File: src/rtl/imem_pkg.sv
// Shared constants and state type for the instruction-memory fetch unit.
package imem_pkg;

   localparam int          XLEN_DEF      = 32;
   localparam int          DEPTH_LOG_DEF = 7;
   localparam logic [31:0] NOP_INST      = 32'h0000_0013;

   typedef enum logic [1:0] {
      ST_INIT = 2'd0,
      ST_RUN  = 2'd1,
      ST_PROG = 2'd2
   } state_e;

endpackage

File: src/rtl/imem_fetch_unit_if.sv
// Fetch handshake and program-load bus of the instruction memory.
// Signal names keep the block's pin names; the slave modport is the memory side.
interface imem_fetch_unit_if
   import imem_pkg::*;
#(
   parameter int XLEN   = XLEN_DEF,
   parameter int ADDR_W = 30
);
   logic              i_Req_Vld;
   logic              o_Req_Rdy;
   logic [ADDR_W-1:0] i_Addr;
   logic              o_Rsp_Vld;
   logic              i_Rsp_Rdy;
   logic [XLEN-1:0]   o_Inst;
   logic              o_Err;
   logic              i_Prog_En;
   logic              i_Wr_Vld;
   logic [ADDR_W-1:0] i_Wr_Addr;
   logic [XLEN-1:0]   i_Wr_Data;
   logic              o_Busy;

   modport slave (
      input  i_Req_Vld, i_Addr, i_Rsp_Rdy, i_Prog_En, i_Wr_Vld, i_Wr_Addr, i_Wr_Data,
      output o_Req_Rdy, o_Rsp_Vld, o_Inst, o_Err, o_Busy
   );

   modport master (
      output i_Req_Vld, i_Addr, i_Rsp_Rdy, i_Prog_En, i_Wr_Vld, i_Wr_Addr, i_Wr_Data,
      input  o_Req_Rdy, o_Rsp_Vld, o_Inst, o_Err, o_Busy
   );
endinterface

File: src/rtl/imem_sdp_ram.sv
// Simple dual-port RAM: one write port, one registered read port.
// A same-cycle read of the word being written returns the old contents.
module imem_sdp_ram #(
   parameter int XLEN      = 32,
   parameter int DEPTH_LOG = 7
) (
   input  logic                 clk_i,
   input  logic                 we_i,
   input  logic [DEPTH_LOG-1:0] waddr_i,
   input  logic [XLEN-1:0]      wdata_i,
   input  logic                 re_i,
   input  logic [DEPTH_LOG-1:0] raddr_i,
   output logic [XLEN-1:0]      rdata_o
);
   localparam int DEPTH = 1 << DEPTH_LOG;

   logic [XLEN-1:0] mem_q [DEPTH];
   logic [XLEN-1:0] rdata_q;

   always_ff @(posedge clk_i) begin
      if (we_i) mem_q[waddr_i] <= wdata_i;
      if (re_i) rdata_q <= mem_q[raddr_i];
   end

   assign rdata_o = rdata_q;
endmodule

File: src/rtl/imem_fetch_unit.sv
// Instruction memory with valid/ready fetch port, post-reset NOP fill and program-load mode.
// Build option IMEM_BYPASS_EN: RUN-mode writes allowed, forwarded write-first to a colliding fetch.
module imem_fetch_unit
   import imem_pkg::*;
#(
   parameter int XLEN      = XLEN_DEF,
   parameter int DEPTH_LOG = DEPTH_LOG_DEF,
   parameter int ADDR_W    = 30
) (
   input  logic             i_Clk,
   input  logic             i_Rst,
   imem_fetch_unit_if.slave bus
);
   // state   | meaning
   // ST_INIT | sweeping NOP_INST into every word, fetch port closed
   // ST_RUN  | serving fetches
   // ST_PROG | program load, fetch port closed, pending response drains

   localparam int              DEPTH     = 1 << DEPTH_LOG;
   localparam int              AW1       = ADDR_W + 1;
   localparam logic [ADDR_W:0] DEPTH_EXT = AW1'(DEPTH);

   state_e                 state_q, state_d;
   logic [DEPTH_LOG-1:0]   cnt_q, cnt_d;
   logic                   rsp_vld_q, rsp_vld_d;
   logic                   err_q, err_d;
   logic                   fwd_q, fwd_d;
   logic [XLEN-1:0]        fwd_data_q, fwd_data_d;
   logic                   seen_q, seen_d;

   logic                   req_rdy, accept;
   logic                   rd_in_range, wr_in_range;
   logic                   wr_allowed, fwd_hit;
   logic                   ram_we, ram_re;
   logic [DEPTH_LOG-1:0]   ram_waddr, ram_raddr;
   logic [XLEN-1:0]        ram_wdata, ram_rdata;
   logic [XLEN-1:0]        inst;

   always_comb begin
      req_rdy     = (state_q == ST_RUN) && !bus.i_Prog_En && (!rsp_vld_q || bus.i_Rsp_Rdy);
      accept      = bus.i_Req_Vld && req_rdy;
      // compare one bit wider so the range test never wraps the address
      rd_in_range = {1'b0, bus.i_Addr} < DEPTH_EXT;
      wr_in_range = {1'b0, bus.i_Wr_Addr} < DEPTH_EXT;
`ifdef IMEM_BYPASS_EN
      wr_allowed  = (state_q == ST_PROG) || (state_q == ST_RUN);
      fwd_hit     = accept && rd_in_range && bus.i_Wr_Vld && wr_in_range
                    && (bus.i_Wr_Addr == bus.i_Addr);
`else
      wr_allowed  = (state_q == ST_PROG);
      fwd_hit     = 1'b0;
`endif
      ram_re      = accept && rd_in_range;
      ram_raddr   = bus.i_Addr[DEPTH_LOG-1:0];
      if (state_q == ST_INIT) begin
         ram_we    = 1'b1;
         ram_waddr = cnt_q;
         ram_wdata = XLEN'(NOP_INST);
      end else begin
         ram_we    = wr_allowed && bus.i_Wr_Vld && wr_in_range;
         ram_waddr = bus.i_Wr_Addr[DEPTH_LOG-1:0];
         ram_wdata = bus.i_Wr_Data;
      end
   end

   always_comb begin
      state_d    = state_q;
      cnt_d      = cnt_q;
      rsp_vld_d  = rsp_vld_q;
      err_d      = err_q;
      fwd_d      = fwd_q;
      fwd_data_d = fwd_data_q;
      seen_d     = seen_q;

      unique case (state_q)
         ST_INIT: begin
            cnt_d = cnt_q + 1'b1;
            if (cnt_q == '1) state_d = ST_RUN;
         end
         ST_RUN:  if (bus.i_Prog_En)  state_d = ST_PROG;
         ST_PROG: if (!bus.i_Prog_En) state_d = ST_RUN;
         default: state_d = ST_INIT;
      endcase

      if (accept) begin
         rsp_vld_d = 1'b1;
         err_d     = !rd_in_range;
         fwd_d     = fwd_hit;
         seen_d    = 1'b1;
         if (fwd_hit) fwd_data_d = bus.i_Wr_Data;
      end else if (bus.i_Rsp_Rdy) begin
         rsp_vld_d = 1'b0;
      end
   end

   always_ff @(posedge i_Clk or negedge i_Rst) begin
      if (!i_Rst) begin
         state_q    <= ST_INIT;
         cnt_q      <= '0;
         rsp_vld_q  <= 1'b0;
         err_q      <= 1'b0;
         fwd_q      <= 1'b0;
         fwd_data_q <= '0;
         seen_q     <= 1'b0;
      end else begin
         state_q    <= state_d;
         cnt_q      <= cnt_d;
         rsp_vld_q  <= rsp_vld_d;
         err_q      <= err_d;
         fwd_q      <= fwd_d;
         fwd_data_q <= fwd_data_d;
         seen_q     <= seen_d;
      end
   end

   imem_sdp_ram #(
      .XLEN      (XLEN),
      .DEPTH_LOG (DEPTH_LOG)
   ) u_ram (
      .clk_i   (i_Clk),
      .we_i    (ram_we),
      .waddr_i (ram_waddr),
      .wdata_i (ram_wdata),
      .re_i    (ram_re),
      .raddr_i (ram_raddr),
      .rdata_o (ram_rdata)
   );

   // RAM read register is only loaded on accept, so it doubles as the output hold
   always_comb begin
      if (!seen_q)     inst = '0;
      else if (err_q)  inst = XLEN'(NOP_INST);
      else if (fwd_q)  inst = fwd_data_q;
      else             inst = ram_rdata;
   end

   assign bus.o_Req_Rdy = req_rdy;
   assign bus.o_Rsp_Vld = rsp_vld_q;
   assign bus.o_Inst    = inst;
   assign bus.o_Err     = err_q;
   assign bus.o_Busy    = (state_q != ST_RUN);
endmodule

File: src/flat_wrapper.sv
// flat-port wrapper written by rule: the top's interface ports become plain ports
module imem_fetch_unit_flat import imem_pkg::*;
#(
   parameter int XLEN      = XLEN_DEF,
   parameter int DEPTH_LOG = DEPTH_LOG_DEF,
   parameter int ADDR_W    = 30
)
  (i_Clk, i_Rst, bus_i_Req_Vld, bus_i_Addr, bus_i_Rsp_Rdy, bus_i_Prog_En, bus_i_Wr_Vld, bus_i_Wr_Addr, bus_i_Wr_Data, bus_o_Req_Rdy, bus_o_Rsp_Vld, bus_o_Inst, bus_o_Err, bus_o_Busy);
  imem_fetch_unit_if #(.XLEN(XLEN), .ADDR_W(ADDR_W)) bus_i ();
  input  logic i_Clk;
  input  logic i_Rst;
  input wire logic [$bits(bus_i.i_Req_Vld)-1:0] bus_i_Req_Vld;
  input wire logic [$bits(bus_i.i_Addr)-1:0] bus_i_Addr;
  input wire logic [$bits(bus_i.i_Rsp_Rdy)-1:0] bus_i_Rsp_Rdy;
  input wire logic [$bits(bus_i.i_Prog_En)-1:0] bus_i_Prog_En;
  input wire logic [$bits(bus_i.i_Wr_Vld)-1:0] bus_i_Wr_Vld;
  input wire logic [$bits(bus_i.i_Wr_Addr)-1:0] bus_i_Wr_Addr;
  input wire logic [$bits(bus_i.i_Wr_Data)-1:0] bus_i_Wr_Data;
  output wire logic [$bits(bus_i.o_Req_Rdy)-1:0] bus_o_Req_Rdy;
  output wire logic [$bits(bus_i.o_Rsp_Vld)-1:0] bus_o_Rsp_Vld;
  output wire logic [$bits(bus_i.o_Inst)-1:0] bus_o_Inst;
  output wire logic [$bits(bus_i.o_Err)-1:0] bus_o_Err;
  output wire logic [$bits(bus_i.o_Busy)-1:0] bus_o_Busy;
  assign bus_i.i_Req_Vld = bus_i_Req_Vld;
  assign bus_i.i_Addr = bus_i_Addr;
  assign bus_i.i_Rsp_Rdy = bus_i_Rsp_Rdy;
  assign bus_i.i_Prog_En = bus_i_Prog_En;
  assign bus_i.i_Wr_Vld = bus_i_Wr_Vld;
  assign bus_i.i_Wr_Addr = bus_i_Wr_Addr;
  assign bus_i.i_Wr_Data = bus_i_Wr_Data;
  assign bus_o_Req_Rdy = bus_i.o_Req_Rdy;
  assign bus_o_Rsp_Vld = bus_i.o_Rsp_Vld;
  assign bus_o_Inst = bus_i.o_Inst;
  assign bus_o_Err = bus_i.o_Err;
  assign bus_o_Busy = bus_i.o_Busy;
  imem_fetch_unit #(.XLEN(XLEN), .DEPTH_LOG(DEPTH_LOG), .ADDR_W(ADDR_W)) u_core (.i_Clk(i_Clk), .i_Rst(i_Rst), .bus(bus_i));
endmodule
File: config.mk
export PLATFORM = sky130hd
export DESIGN_NAME = imem_fetch_unit_flat
export DESIGN_NICKNAME = d
export VERILOG_FILES = /design/src/rtl/imem_pkg.sv /design/src/rtl/imem_fetch_unit_if.sv /design/src/rtl/imem_sdp_ram.sv /design/src/rtl/imem_fetch_unit.sv /design/src/flat_wrapper.sv
export SDC_FILE = /design/constraint.sdc
export NUM_CORES = 2
export LEC_CHECK = 0
export CELL_PAD_IN_SITES_DETAIL_PLACEMENT = 1
export CELL_PAD_IN_SITES_GLOBAL_PLACEMENT = 2
export CORE_MARGIN = 2
export CORE_UTILIZATION = 35
export CTS_CLUSTER_DIAMETER = 60
export DETAILED_ROUTE_END_ITERATION = 12
export DONT_BUFFER_PORTS = 1
export PLACE_DENSITY_LB_ADDON = 0.1
export SYNTH_ARGS = -nofsm -noshare
export SYNTH_HDL_FRONTEND = slang
export SYNTH_SLANG_ARGS = --single-unit
File: constraint.sdc
create_clock -name i_Clk -period 5.47 [get_ports i_Clk]
set_clock_uncertainty 0.1 [all_clocks]
set_input_delay 0.547 -clock i_Clk [delete_from_list [all_inputs] [get_ports i_Clk]]
set_output_delay 0.547 -clock i_Clk [all_outputs]
set_load 0.02 [all_outputs]
After elaboration in Yosys (flattened, before gate mapping)
Memories as Yosys holds them, arrays and structs flattened. A register that Yosys moved wholly into a read port is not among the register bits.
Cells that the tools add are included.
W data, S select, Z words.
{"block": "totals", "register_bits": 12, "ramBits": 4096, "inputBits": 98, "output_inout_bits": 36, "wordCells": 42, "mem_count": 1}
{"memory": "u_core.u_ram.mem_q", "depth": 128, "word_bits": 32, "read_ports": 1, "rd_clocked_by_memory_dff": 1, "wr": 1, "line_no": "imem_sdp_ram.sv:17", "text": "logic [XLEN-1:0] mem_q [DEPTH];"}
{"block": "classes", "n_addsub": 1, "n_lt_le_gt_ge": 2, "eq_ne": 7, "n_mux": 13, "reduce_logical": 13}
{"op": "$mux W32", "count": 3}
{"op": "$lt A30 B8 Y1 const B", "count": 2}
{"op": "$add A7 B1 Y7 const B", "count": 1}
{"op": "$eq A7 B7 Y1 const B", "count": 1}
{"op": "$mux W7", "count": 1}
{"op": "$logic_and A1 B1 Y1", "count": 6}
{"op": "$mux W2", "count": 3}
{"op": "$ne A2 B2 Y1 const B", "count": 3}
{"op": "$pmux W2 S3", "count": 1}
{"op": "$mux W1", "count": 5}
{"op": "$logic_not A1 Y1", "count": 3}
{"op": "$reduce_and A3 Y1", "count": 1}
{"op": "$eq A2 B1 Y1 const B", "count": 1}
{"op": "$eq A2 B2 Y1 const B", "count": 1}
{"op": "$logic_not A2 Y1", "count": 1}
{"op": "$ne A2 B1 Y1 const B", "count": 1}
{"op": "$reduce_bool A2 Y1", "count": 1}
{"op": "$logic_or A1 B1 Y1", "count": 1}

Depth between registers and ports, before layout
{"block": "logic_depth", "word_depth": 6, "mapped_depth": 8, "depth_no_buf": 5}

Hierarchy
A second synthesis with hierarchy kept.
{"block": "unflattened", "cells_unflattened": 6130, "area_unflattened_um2": 157757.6}
{"module": "imem_sdp_ram", "instances": 1, "cells_each": 5990, "area_per_inst_um2": 156596.4}
{"module": "imem_fetch_unit", "instances": 1, "cells_each": 140, "area_per_inst_um2": 1161.1}

Worst setup path after synthesis
OpenSTA, ideal clock, no wires.
{"block": "synth_path", "path_kind": "reg2reg", "startpoint": "register u_core.state_q[1]", "endpoint": "memory u_core.u_ram.mem_q[0][10] (data pin)", "setup_time_ns": 0.825, "arrival_time_ns": 4.283, "required_ns": 4.545, "path_slack_ns": 0.262, "path_stages_with_launch": 6, "n_path_buf": 3, "period_less_slack_ns": 5.208, "path_cell_list": "dfrtp_1 > nor2_1 > clkbuf_1 > buf_1 > clkbuf_1 > nor2b_1"}
{"block": "synth_between", "elab_chain_cells": 2}
{"element": "start: declaration", "line_no": "imem_fetch_unit.sv:23", "text": "state_e state_q, state_d;"}
{"element": "start signal: assignment", "line_no": "imem_fetch_unit.sv:106", "text": "state_q <= state_d;"}
{"element": "$logic_not A2 Y1", "line_no": "imem_fetch_unit.sv:55", "text": "if (state_q == ST_INIT) begin"}
{"element": "$mux W32", "line_no": "imem_fetch_unit.sv:55"}
{"element": "via u_core.ram_wdata[10]", "line_no": "imem_fetch_unit.sv:36", "text": "logic [XLEN-1:0] ram_wdata, ram_rdata;"}
{"element": "end: declaration", "line_no": "imem_sdp_ram.sv:17"}
The timed path passes the listed nets, and every way through them passes these cells.

Worst setup path in the final report
{"block": "layout_path", "startpoint": "input port bus_i_Addr[0]", "endpoint": "register u_core.u_ram.rdata_q[27] (netlist: u_core.u_ram.rdata_o[27]), read port of u_core.u_ram.mem_q (data pin)"}
{"block": "layout_between", "elab_chain_cells": 2}
{"element": "start: declaration", "line_no": "flat_wrapper.sv:13", "text": "input wire logic [$bits(bus_i.i_Addr)-1:0] bus_i_Addr;"}
{"element": "$lt A30 B8 Y1", "line_no": "imem_fetch_unit.sv:43", "text": "rd_in_range = {1'b0, bus.i_Addr} < DEPTH_EXT;"}
{"element": "$logic_and A1 B1 Y1", "line_no": "imem_fetch_unit.sv:53", "text": "ram_re = accept && rd_in_range;"}
{"element": "end: declaration", "line_no": "imem_sdp_ram.sv:18", "text": "logic [XLEN-1:0] rdata_q;"}
Several ways; a longest one is shown, not always the timed one.
A chain may end at the register's enable or synchronous reset.

==> qor.yml <==
status:
  status: "finished, final reports clean"
timing:
  rsz0062_at_grt: "no"
  setup_slack_ns: 0.344
  whs_ns: 0.0292
  fmax_ghz: 0.195
  hold_violations: 0
  slew_violations: 0
  period_share: 0.937
  slew_headroom: 0.157
  finalSetupViolCount: 0
  worst_pin_slew_ns: 1.26
  min_period_ns: 5.13
synth:
  syn_nets: 6256
  avgSynthCellArea_um2: 25.7
  ys_warn_count: 0
  ys_seq_elements: 4140
  ys.flop_type: "edfxtp_1"
  synth-edff-count: 4128
  yosysSeqAreaShare: 0.787
  synth_cells: 6157
  synth-async-reset-ratio: 0.00290
  synth_area_um2: 158000
  synth_cell_types: 37
die:
  core_area_um2: 449000
  die_area_um2: 457000
  dieHeight_um: 676
  fp.dieW_um: 676
  io_pins: 134
  num_rows: 246
  initial_core_util: 0.352
final_layout:
  fin_area_um2: 184000
  final_nets: 6654
  finalNonFillerCells: 13000
  drive_gt1_frac: 0.355
  area_growth_pct: 16.2
critical_path:
  worstPathArrival_ns: 5.76
  cp-end-kind: "flop"
  critical_path_class: "input port to flop"
  cp_max_fo: 130
  cp.depth: 8
  slowest_delay_ns: 0.81
  r2r_cells: 5
  crit_buf_inv: 4
  cp-start-kind: "input port"
  cp_slowest_cell: "buf_16"
  cpLargestDelayFamily: "buffers and inverters"
  cp.required_ns: 6.10
  regToRegSetupSlack_ns: 1.19
  cp_cell_sequence: "buf_16 -> buf_16 -> buf_16 -> mux4_2 -> mux4_2 -> mux4_2 -> dlygate4sd3_1 -> mux2_2"
clocking:
  htree_num_levels: 5
  clk_root_buffer_cell: "clkbuf_16"
  cts_tree: "built"
  postCtsHoldBufs: 21
  cts_setup_buffers: 0
  numClockSinks: 4140
  ctsResizeCount: 0
  cts.clk_slew.worst_paths_ns: 0.06
  clock_latency_ns: 1.00
  ctsLongestPathBuffers: 4
  cts_buffers: 463
global_routing:
  use_met2: 0.349
  busiest_layer: "met2"
  use_met1: 0.309
  grt_max_degree: 257
  antenna_found_initial: 55
  use_met3: 0.0347
  grt_pass1_wl_um: 665000
  gr-usage-all-layers: 0.215
  grt_pass1_vias: 77000
  gr-total-overflow: 0
drt:
  num_vias: 72500
  drt-pass1-iter-count: 6
  wl_per_cell_um: 37.8
  route.detailed.drc: 0
  routed_wl_um: 491000
  via_per_inst: 5.59
  dr.first_iter.drc_count: 8054
  drtAntennaViolNets: 0
placed_design:
  portBuffers: 0
  dpl.cell_count: 12000
  gp_congestion: 0.748
  place_area_um2: 168000
  dp_hpwl_um: 250000
  dp_slack_ns: -0.275
power:
  leakage_nw: 56.4
  power.total_mw: 76.6
  powerDensity_nw_per_um2: 418
  vdd.ir_drop.worst_v: 0.000285
flow_run:
  drv_cap: 0
min_path:
  hold_class: "input port to flop"
  whs_path_depth: 2
cells in the mapped netlist, types with 2 or more instances:
master,instances,area [um2]
nand4_1,3,18.8
dfrtp_1,12,300
mux2i_1,4,40.0
nand3_1,2,10.0
inv_1,2,7.51
o21a_1,3,22.5
nor2b_1,30,188
and2_1,30,188
xnor2_1,5,43.8
o31ai_1,2,15.0
nor4_1,11,68.8
clkbuf_1,208,781
a31oi_1,2,12.5
nand2b_1,12,75.1
buf_6,2,22.5
or4_1,2,15.0
or2_2,4,25.0
buf_2,57,285
nor3_1,131,656
edfxtp_1,4128,124000
nand2_1,30,113
or4b_2,6,60.1
o21ai_0,6,30.0
nor2_1,5,18.8
mux2_2,33,372
buf_1,72,270
a21oi_1,2,10.0
mux4_2,1344,30300
path summary, 6_finish.rpt:
kind                                    from                         to
max                            bus_i_Addr[0]   u_core.u_ram.rdata_o[27]
min                            bus_i_Addr[3]   u_core.u_ram.rdata_o[18]
max reg2reg                u_core.state_q[1]  u_core.u_ram.mem_q[63][0]
min reg2reg                  u_core.cnt_q[4]            u_core.cnt_q[4]
max in group asynchronous              i_Rst          u_core.state_q[1]
min in group asynchronous              i_Rst           u_core.bus.o_Err
through the flow:
step | util | TNS [ns]
6_report | 0.409 | 0
5_1_grt | 0.408 | 0
4_1_cts | 0.408 | 0
3_5_place_dp | 0.374 | -6.40
3_3_place_gp | 0.374 | -7.34
2_1_floorplan | - | 0
registers in the layout, summed over array words and instances (netlist names):
register and cells:
u_core.state_q 2, u_core.seen_q 1, u_core.u_ram.rdata_o 32, u_core.bus.o_Rsp_Vld 1, u_core.cnt_q 7, u_core.bus.o_Err 1, u_core.u_ram.mem_q 4096
routing by layer:
metal / vias to the layer above / routed length, um / part of all wire
li1: 28100 / - / -
met1: 41900 / 218000 / 0.44
met2: 2100 / 237000 / 0.48
met3: 500 / 27000 / 0.055
met4: 12 / 8580 / 0.017
met5: - / 55 / 0.00011
where the power goes:
group | switching [mW] | internal [mW] | total, mW
Sequential | 0.311 | 37.6 | 38.0
Combinational | 5.76 | 2.07 | 7.83
Clock | 12.7 | 18.1 | 30.8
area by class of cell:
| type | instances | area (um2) |
|---|---|---|
| antenna | 80 | 200 |
| clock buffer | 570 | 12300 |
| clock inverter | 284 | 2720 |
| fill | 40400 | 266000 |
| inverter | 2 | 7.51 |
| multi-input combinational | 1676 | 33300 |
| sequential | 4140 | 124000 |
| tap | 5952 | 7450 |
| timing repair buffer | 272 | 3320 |
logic make-up after synthesis:
group / share of synthesized area
AOI/OAI and AO/OA: 0.000689
buffers and inverters: 0.00865
muxes: 0.194
xor gates and xnor gates: 0.000333
adders and majority gates: 0.0000792
DFF: 0.787
and+or+nand+nor: 0.00929
placed cells by master (no fill, tap or decap), types with 5 or more instances in the layout:
cell type      Yosys  layout
and2_1            30      30
buf_12             0      81
buf_16             0      11
buf_4              0     162
bufinv_16          0      48
clkbuf_1         208      93
clkbuf_16          0     475
clkinv_1           0     108
clkinv_2           0      76
clkinv_4           0      10
clkinvlp_4         0      23
dfrtp_1           12      12
diode_2            0      80
dlygate4sd3_1      0      18
edfxtp_1        4128    4128
inv_6              0      12
mux2_2            33      33
mux4_2          1344    1344
nand2_1           30      29
nand2b_1          12       9
nor2b_4            0      29
nor3_2             0     129
nor4_1            11      10
or4b_2             6       6
xnor2_1            5       5
No activity file was read; power rests on OpenSTA's default activity.
